--- config.mk ---
export PLATFORM = sky130hd
export DESIGN_NAME = fifo_rd_stream
export DESIGN_NICKNAME = d
export VERILOG_FILES = /design/src/rtl/fifo_rd_stream.sv
export SDC_FILE = /design/constraint.sdc
export NUM_CORES = 1
export LEC_CHECK = 0
export ABC_CLOCK_PERIOD_IN_PS = 2090
export BUFFER_PORTS_ARGS = -buffer_cell sky130_fd_sc_hd__buf_4
export CORE_UTILIZATION = 50
export DETAILED_ROUTE_END_ITERATION = 16
export GPL_TIMING_DRIVEN = 0
export PLACE_DENSITY = 0.73
export RECOVER_POWER = 25
export SLEW_MARGIN = 20
export SYNTH_ARGS = -nofsm -noshare
export SYNTH_HDL_FRONTEND = slang
export SYNTH_SLANG_ARGS = --single-unit
export TNS_END_PERCENT = 50
--- constraint.sdc ---
create_clock -name rd_clk -period 2.09 [get_ports rd_clk]
set_input_delay 0.418 -clock rd_clk [delete_from_list [all_inputs] [get_ports rd_clk]]
set_output_delay 0.418 -clock rd_clk [all_outputs]
set_load 0.03 [all_outputs]
--- src/rtl/fifo_rd_stream.sv ---
// -----------------------------------------------------------------------------
// fifo_rd_stream
//
// Read-side drain stage for the async FIFO, living entirely in the rd_clk
// domain. It turns the FIFO's empty / rd_en / data_out interface into a
// valid/ready stream. Read data lands in a small circular skid buffer, so
// the stream keeps one word per cycle even though the issue decision
// cannot see out_ready.
//
// Optional feature macro: FIFO_RD_STATS_EN
//   When defined, adds the rd_count and stall_count statistics outputs.
//
// Parameters:
//   Data_Width  width of FIFO read data and stream data
//   SKID_DEPTH  buffer entries; must be at least 3 for full throughput
//   CNT_WIDTH   width of the statistics counters (stats build only)
//
// Ports:
//   rd_clk       read-domain clock
//   rd_rstn      asynchronous active-low reset
//   empty        FIFO empty flag (rd_clk domain)
//   data_out     FIFO read data, valid the cycle after rd_en
//   rd_en        FIFO read request
//   flush        synchronous drop of buffered and in-flight words
//   out_valid    stream word available
//   out_ready    downstream accepts the word
//   out_data     stream word (head of the buffer)
//   level        occupied buffer entries
//   rd_count     words delivered (stats build only)
//   stall_count  cycles with out_ready && !out_valid (stats build only)
//
// Handshake: a word transfers on a cycle where out_valid && out_ready are
// both high. Once out_valid is raised, out_valid and out_data stay stable
// until that transfer happens; out_valid never depends on out_ready.
// -----------------------------------------------------------------------------
module fifo_rd_stream #(
    parameter int Data_Width = 8,
    parameter int SKID_DEPTH = 3,
    parameter int CNT_WIDTH  = 16
) (
    input  logic                              rd_clk,
    input  logic                              rd_rstn,
    input  logic                              empty,
    input  logic [Data_Width-1:0]             data_out,
    output logic                              rd_en,
    input  logic                              flush,
    output logic                              out_valid,
    input  logic                              out_ready,
    output logic [Data_Width-1:0]             out_data,
    output logic [$clog2(SKID_DEPTH+1)-1:0]   level
`ifdef FIFO_RD_STATS_EN
    ,
    output logic [CNT_WIDTH-1:0]              rd_count,
    output logic [CNT_WIDTH-1:0]              stall_count
`endif
);

    localparam int LVL_W = $clog2(SKID_DEPTH + 1);
    localparam int PTR_W = (SKID_DEPTH > 1) ? $clog2(SKID_DEPTH) : 1;
    localparam logic [PTR_W-1:0] LAST_PTR = PTR_W'(SKID_DEPTH - 1);
    localparam logic [LVL_W:0]   DEPTH_V  = (LVL_W + 1)'(SKID_DEPTH);

    logic [Data_Width-1:0] mem [SKID_DEPTH];
    logic [PTR_W-1:0]      wr_ptr;
    logic [PTR_W-1:0]      rd_ptr;
    logic                  inflight;
    logic                  running;
    logic                  push;
    logic                  pop;
    logic [LVL_W:0]        occupancy;

    function automatic logic [PTR_W-1:0] ptr_inc(input logic [PTR_W-1:0] p);
        return (p == LAST_PTR) ? '0 : p + PTR_W'(1);
    endfunction

    assign out_valid = (level != '0);
    assign out_data  = mem[rd_ptr];
    assign pop       = out_valid && out_ready;
    // The word requested last cycle is on data_out now; flush discards it.
    assign push      = inflight && !flush;

    // Count the outstanding read as occupied so a full buffer can never be
    // overrun, whatever out_ready does in the meantime. With three entries
    // one buffered word plus one in flight still leaves room to issue, which
    // is what keeps the stream at one word per cycle.
    assign occupancy = {1'b0, level} + {{LVL_W{1'b0}}, inflight};

    // running holds off reads until the first edge after reset release, so
    // the FIFO is never read on a partially released reset.
    assign rd_en = running && !empty && !flush && (occupancy < DEPTH_V);

    always_ff @(posedge rd_clk or negedge rd_rstn) begin
        if (!rd_rstn) begin
            running  <= 1'b0;
            inflight <= 1'b0;
            wr_ptr   <= '0;
            rd_ptr   <= '0;
            level    <= '0;
            for (int i = 0; i < SKID_DEPTH; i++) begin
                mem[i] <= '0;
            end
        end else begin
            running  <= 1'b1;
            inflight <= rd_en;
            if (flush) begin
                wr_ptr <= '0;
                rd_ptr <= '0;
                level  <= '0;
            end else begin
                if (push) begin
                    mem[wr_ptr] <= data_out;
                    wr_ptr      <= ptr_inc(wr_ptr);
                end
                if (pop) begin
                    rd_ptr <= ptr_inc(rd_ptr);
                end
                case ({push, pop})
                    2'b10:   level <= level + LVL_W'(1);
                    2'b01:   level <= level - LVL_W'(1);
                    default: level <= level;
                endcase
            end
        end
    end

`ifdef FIFO_RD_STATS_EN
    // Statistics survive flush; only reset clears them. Both wrap naturally.
    always_ff @(posedge rd_clk or negedge rd_rstn) begin
        if (!rd_rstn) begin
            rd_count    <= '0;
            stall_count <= '0;
        end else begin
            if (pop) begin
                rd_count <= rd_count + CNT_WIDTH'(1);
            end
            if (out_ready && !out_valid) begin
                stall_count <= stall_count + CNT_WIDTH'(1);
            end
        end
    end
`else
    // Keeps CNT_WIDTH referenced in the build without statistics.
    logic [CNT_WIDTH-1:0] unused_cnt;
    assign unused_cnt = '0;
`endif

endmodule

# ---- Yosys cells after proc, flatten, opt, wreduce, memory -nomap -nowiden
# Cells that the tools add are included.
dict set report totals {
  in_bits 13
  register_bits 32
  elab_cells 51
  output_inout_bits 12
}
dict set report classes {
  eq_ne 4
  muxes 14
  magnitude_cmp 4
  bitwise 3
  add_sub_neg 5
  reduce_logical 13
}
# op n
set op_table {}
lappend op_table {{$bwmux W24} 1}
lappend op_table {{$mux W8} 3}
lappend op_table {{$bmux W8 S2} 1}
lappend op_table {{$demux W8 S2} 1}
lappend op_table {{$mux W2} 7}
lappend op_table {{$add A2 B1 Y2 const B} 3}
lappend op_table {{$eq A2 B2 Y1 const B} 3}
lappend op_table {{$ge A3 B3 Y1 const B} 2}
lappend op_table {{$logic_and A1 B1 Y1} 6}
lappend op_table {{$not A2 Y3} 2}
lappend op_table {{$reduce_bool A2 Y1} 3}
lappend op_table {{$pmux W2 S2} 1}
lappend op_table {{$add A2 B1 Y3} 1}
lappend op_table {{$lt A3 B1 Y1 const B} 1}
lappend op_table {{$lt A3 B2 Y1 const B} 1}
lappend op_table {{$reduce_bool A3 Y1} 1}
lappend op_table {{$eq A2 B1 Y1 const B} 1}
lappend op_table {{$logic_not A1 Y1} 2}
lappend op_table {{$reduce_and A2 Y1} 1}
lappend op_table {{$sub A2 B1 Y2 const B} 1}
lappend op_table {{$not A1 Y1} 1}

# ---- Longest topological paths before layout
dict set report logic_depth {
  depth_word 6
  mapped_depth 4
  ltp_nobuf 4
}

# ---- Worst setup path after synthesis
# OpenSTA, ideal clock, no wires.
dict set report synth_timing {
  path_kind {reg2out}
  start {reg level[0]}
  end {out rd_en}
  path_buffers 0
  setup_slack_ns -0.372
  t_arrival_ns 2.044
  required_time_ns 1.672
  path_stages_with_launch 5
  cell_sequence {dfrtp_1 ha_1 ha_1 or4b_2 a21oi_1}
}
dict set report synth_between {
  elab_chain_cells 3
}
# item line_no
set synth_lines {}
lappend synth_lines {{start: declaration} 50} ;# output logic [$clog2(SKID_DEPTH+1)-1:0] level
lappend synth_lines {{start signal: assignment} 118} ;# 2'b10: level <= level + LVL_W'(1);
lappend synth_lines {{start signal: assignment} 119} ;# 2'b01: level <= level - LVL_W'(1);
lappend synth_lines {{start signal: assignment} 120} ;# default: level <= level;
lappend synth_lines {{$add A2 B1 Y3} 86} ;# assign occupancy = {1'b0, level} + {{LVL_W{1'b0}}, inflight};
lappend synth_lines {{$lt A3 B2 Y1} 90} ;# assign rd_en = running && !empty && !flush && (occupancy < DEPTH_V);
lappend synth_lines {{$logic_and A1 B1 Y1} 90}
lappend synth_lines {{end: declaration} 45} ;# output logic rd_en,
# Every way passes these cells.

# ---- Final worst setup path
dict set report layout_timing {
  start {reg inflight}
  end {out rd_en}
}
dict set report layout_between {
  elab_chain_cells 3
}
# item line_no
set layout_lines {}
lappend layout_lines {{start: declaration} 66} ;# logic inflight;
lappend layout_lines {{start signal: assignment} 104} ;# inflight <= rd_en;
lappend layout_lines {{$add A2 B1 Y3} 86}
lappend layout_lines {{$lt A3 B2 Y1} 90}
lappend layout_lines {{$logic_and A1 B1 Y1} 90}
# Every way passes these cells.

==> run metrics <==
run status finished, violations left; violations in the final reports setup timing; fraction of registers with async set or reset after synthesis 1.000; Switching Fraction 0.2914; final cycle utilization of the critical path 1.099; number of nets in the synthesized netlist between 100 and 150; final max-slew violation count 0; DIE HEIGHT approximately 57 um; CTS Root Buffer Type sky130_fd_sc_hd__clkbuf_4; Die Footprint between 3000 and 4000 um^2; Setup WS pre-CTS roughly 0.026 ns; starting density of the core 0.5362; TritonCTS clock tree done; # clock sinks 32; Inserted Clock Buffers 5; IO Count 25; final cell count without fillers 183; design internal power 0.001004 W; mean post-synth cell area between 10 and 15 um^2; Setup Viol. Count Final 1; count of unique library cells instantiated by Yosys 25; vias per cell 5.464; flops & latches, synth 32; switching power summed over all nets 0.0004127 W; post-synthesis instance area ~1500 um^2; number of design rule violations left after detail routing 0; maximum fanout along the worst path 2; data required time of the worst path ~1.7 ns; growth of design area from synthesis to finish 23.57%; weighted congestion at the end of routability-driven global placement 0.7611; number of DRC markers in iteration 0 34; RSZ-0062 raised after global routing yes; leading cell types in the layout, fill and taps excluded sky130_fd_sc_hd__dfrtp_1, sky130_fd_sc_hd__mux2_2, sky130_fd_sc_hd__buf_4; crit path launch type flop; leakage dissipation approximately 0.83 nW; total number of vias 1000; main area contributors after synthesis sky130_fd_sc_hd__dfrtp_1, sky130_fd_sc_hd__mux2_2, sky130_fd_sc_hd__mux2i_1; worst-case clock buffer depth 2; Peak VDD IR around 0.00066 V; layout net count 166; sequential cell area fraction in the yosys report 0.5369; Antenna diodes 0; Critical Path AT about 1.9 ns; Yosys top cell area share 0.5369; IO Port Bufs 24; largest net degree at the start of global routing 33; launch point of the worst hold path flush; deepest level of the CTS H-tree 2; most common flop cell mapped by yosys sky130_fd_sc_hd__dfrtp_1; minimum setup slack in the final design -0.2060 ns; layout cell share with drive strength beyond 1 0.4803; maximum frequency from static timing analysis ~440 MHz; grt total ovfl 0; clock-pin slew reported for the worst setup and hold paths after clock tree synthesis about 0.1 ns; most common library cell in the layout ignoring fill and taps sky130_fd_sc_hd__dfrtp_1; internal reg-to-reg setup slack between 0.4 and 0.5 ns; measured slew at the worst slew-check pin 0.7555 ns; width of the die 56.62 um; estimated wirelength of the detail-placed design about 1900 um; FILL cells about 210; global-route wire length before repair around 4900 um; combinational power share 0.230; startpoint of the worst-slack reg-to-reg timing path inflight; Placed Cells about 170; area of the core 2781 um^2; fraction of power consumed by the clock network 0.258; Worst setup EP type output port; detailed-route wire length between 2000 and 3000 um; Non-Filler Cell Area, Final 1843 um^2; final antenna-violating net count 0; number of antenna violations at the first check in global routing 0; Hold Violations, Final 0; path category of the worst min-delay check in -> reg; Fin Clk Skew 0.01436 ns; count of standard-cell rows 19; insertion delay of the later-clocked pin in the worst-skew pair roughly 0.33 ns; Mapped Cells 117; sequential share of power 0.512; Slew Limit Headroom 0.4963; post-place instance area 1729 um^2; power density over cell area ~770 nW/um^2; Worst Setup Path Type reg -> out; total of max-cap violations 0; total global routing track utilization 0.2127; final critical path time including I/O delays and setup 2.296 ns; vias in the first global route 1098; utilization of the core after routing 0.6626; launching instance or port of the critical path inflight; routed len/inst approximately 15 um; 1st-pass router iterations 4; Syn. warnings 0; count of flip-flops with a built-in enable after synthesis 0; most area-hungry cell type in the Yosys netlist sky130_fd_sc_hd__dfrtp_1
## kinds of logic after synthesis
group                    Yosys count  share of synthesized area
buffers and inverters              3                   0.008381
AO/OA/AOI/OAI                     15                    0.05202
adder cells (fa/ha/maj)            2                    0.01678
AND/OR/NAND/NOR                   30                     0.1342
flip-flops                        32                     0.5369
multiplexers                      34                     0.2492
other                              1                   0.002514
## path summary, 6_finish.rpt
kind,to,cells after the start
min in group asynchronous,mem[4],2
worst max register to register,mem[12],4
worst min register to register,mem[20],1
worst min-delay path,rd_ptr[1],2
max in group asynchronous,inflight,2
worst max-delay path,rd_en,5
## registers in the layout, indices dropped and copies added, names as in the netlist
name / cells
inflight: 1
level: 2
mem: 24
rd_ptr: 2
running: 1
wr_ptr: 2
## layout make-up
class / instances / area [um^2] / area share
Clock buffer: 7 / 55.05 / 0.02987
Timing Repair Buffer: 27 / 206.4 / 0.1120
Sequential cell: 32 / 803.3 / 0.4358
Clock inverter: 1 / 7.507 / 0.004073
Multi-Input combinational cell: 82 / 718.2 / 0.3897
Buffer: 3 / 13.76 / 0.007468
Tap cell: 31 / 38.79 / 0.02105
## critical path, cell delays in order (launching register included)
cell	delay, ns
sky130_fd_sc_hd__dfrtp_2	0.44
sky130_fd_sc_hd__ha_4	0.17
sky130_fd_sc_hd__ha_4	0.14
sky130_fd_sc_hd__or4b_4	0.52
sky130_fd_sc_hd__a21oi_4	0.14
sky130_fd_sc_hd__buf_6	0.14
## per-layer routing
metal	GRT usage	wire length, um
met5	0	0
met4	0.09756	53
met3	0.06912	101
met2	0.3378	1359
met1	0.2631	1215
## power groups by stage
stage | logic [W] | registers [W] | clock network [W]
CTS | 0.000328 | 0.000725 | 0.000381
floorplan | 0.000204 | 0.000729 | 0
global placement | 0.000314 | 0.000734 | 0
finish | 0.000325 | 0.000725 | 0.000366
global route | 0.000350 | 0.000735 | 0.000402
detailed placement | 0.000321 | 0.000739 | 0
## repair_timing
| action | in CTS | in global routing |
|---|---|---|
| pin swaps | 0 | 2 |
| endpoints found under the setup margin | 1 | 9 |
| hold endpoints to repair | 4 | 0 |
| resized for setup | 3 | 3 |
| buffers inserted | 2 | 0 |
| hold buffers | 1 | 0 |
## synth_stat cells (2+ instances only)
cell type,instances
sky130_fd_sc_hd__mux2_2,25
sky130_fd_sc_hd__nor3b_4,2
sky130_fd_sc_hd__nand2_1,11
sky130_fd_sc_hd__nor2b_1,2
sky130_fd_sc_hd__nor2_1,5
sky130_fd_sc_hd__ha_1,2
sky130_fd_sc_hd__mux2i_1,9
sky130_fd_sc_hd__dfrtp_1,32
sky130_fd_sc_hd__a21oi_1,4
sky130_fd_sc_hd__o21ai_0,10
## stage by stage
step	power [W]	TNS, ns	hold slack [ns]
4_1_cts	0.001434	-0.2085	0.2826
6_report	0.001416	-0.2060	0.2997
3_3_place_gp	0.001047	0	0.3695
3_5_place_dp	0.001060	0	0.3746
5_1_grt	0.001487	-0.2620	0.2926
2_1_floorplan	0.0009332	0	0.1224
Note: power is estimated with default switching activity, not from simulation.
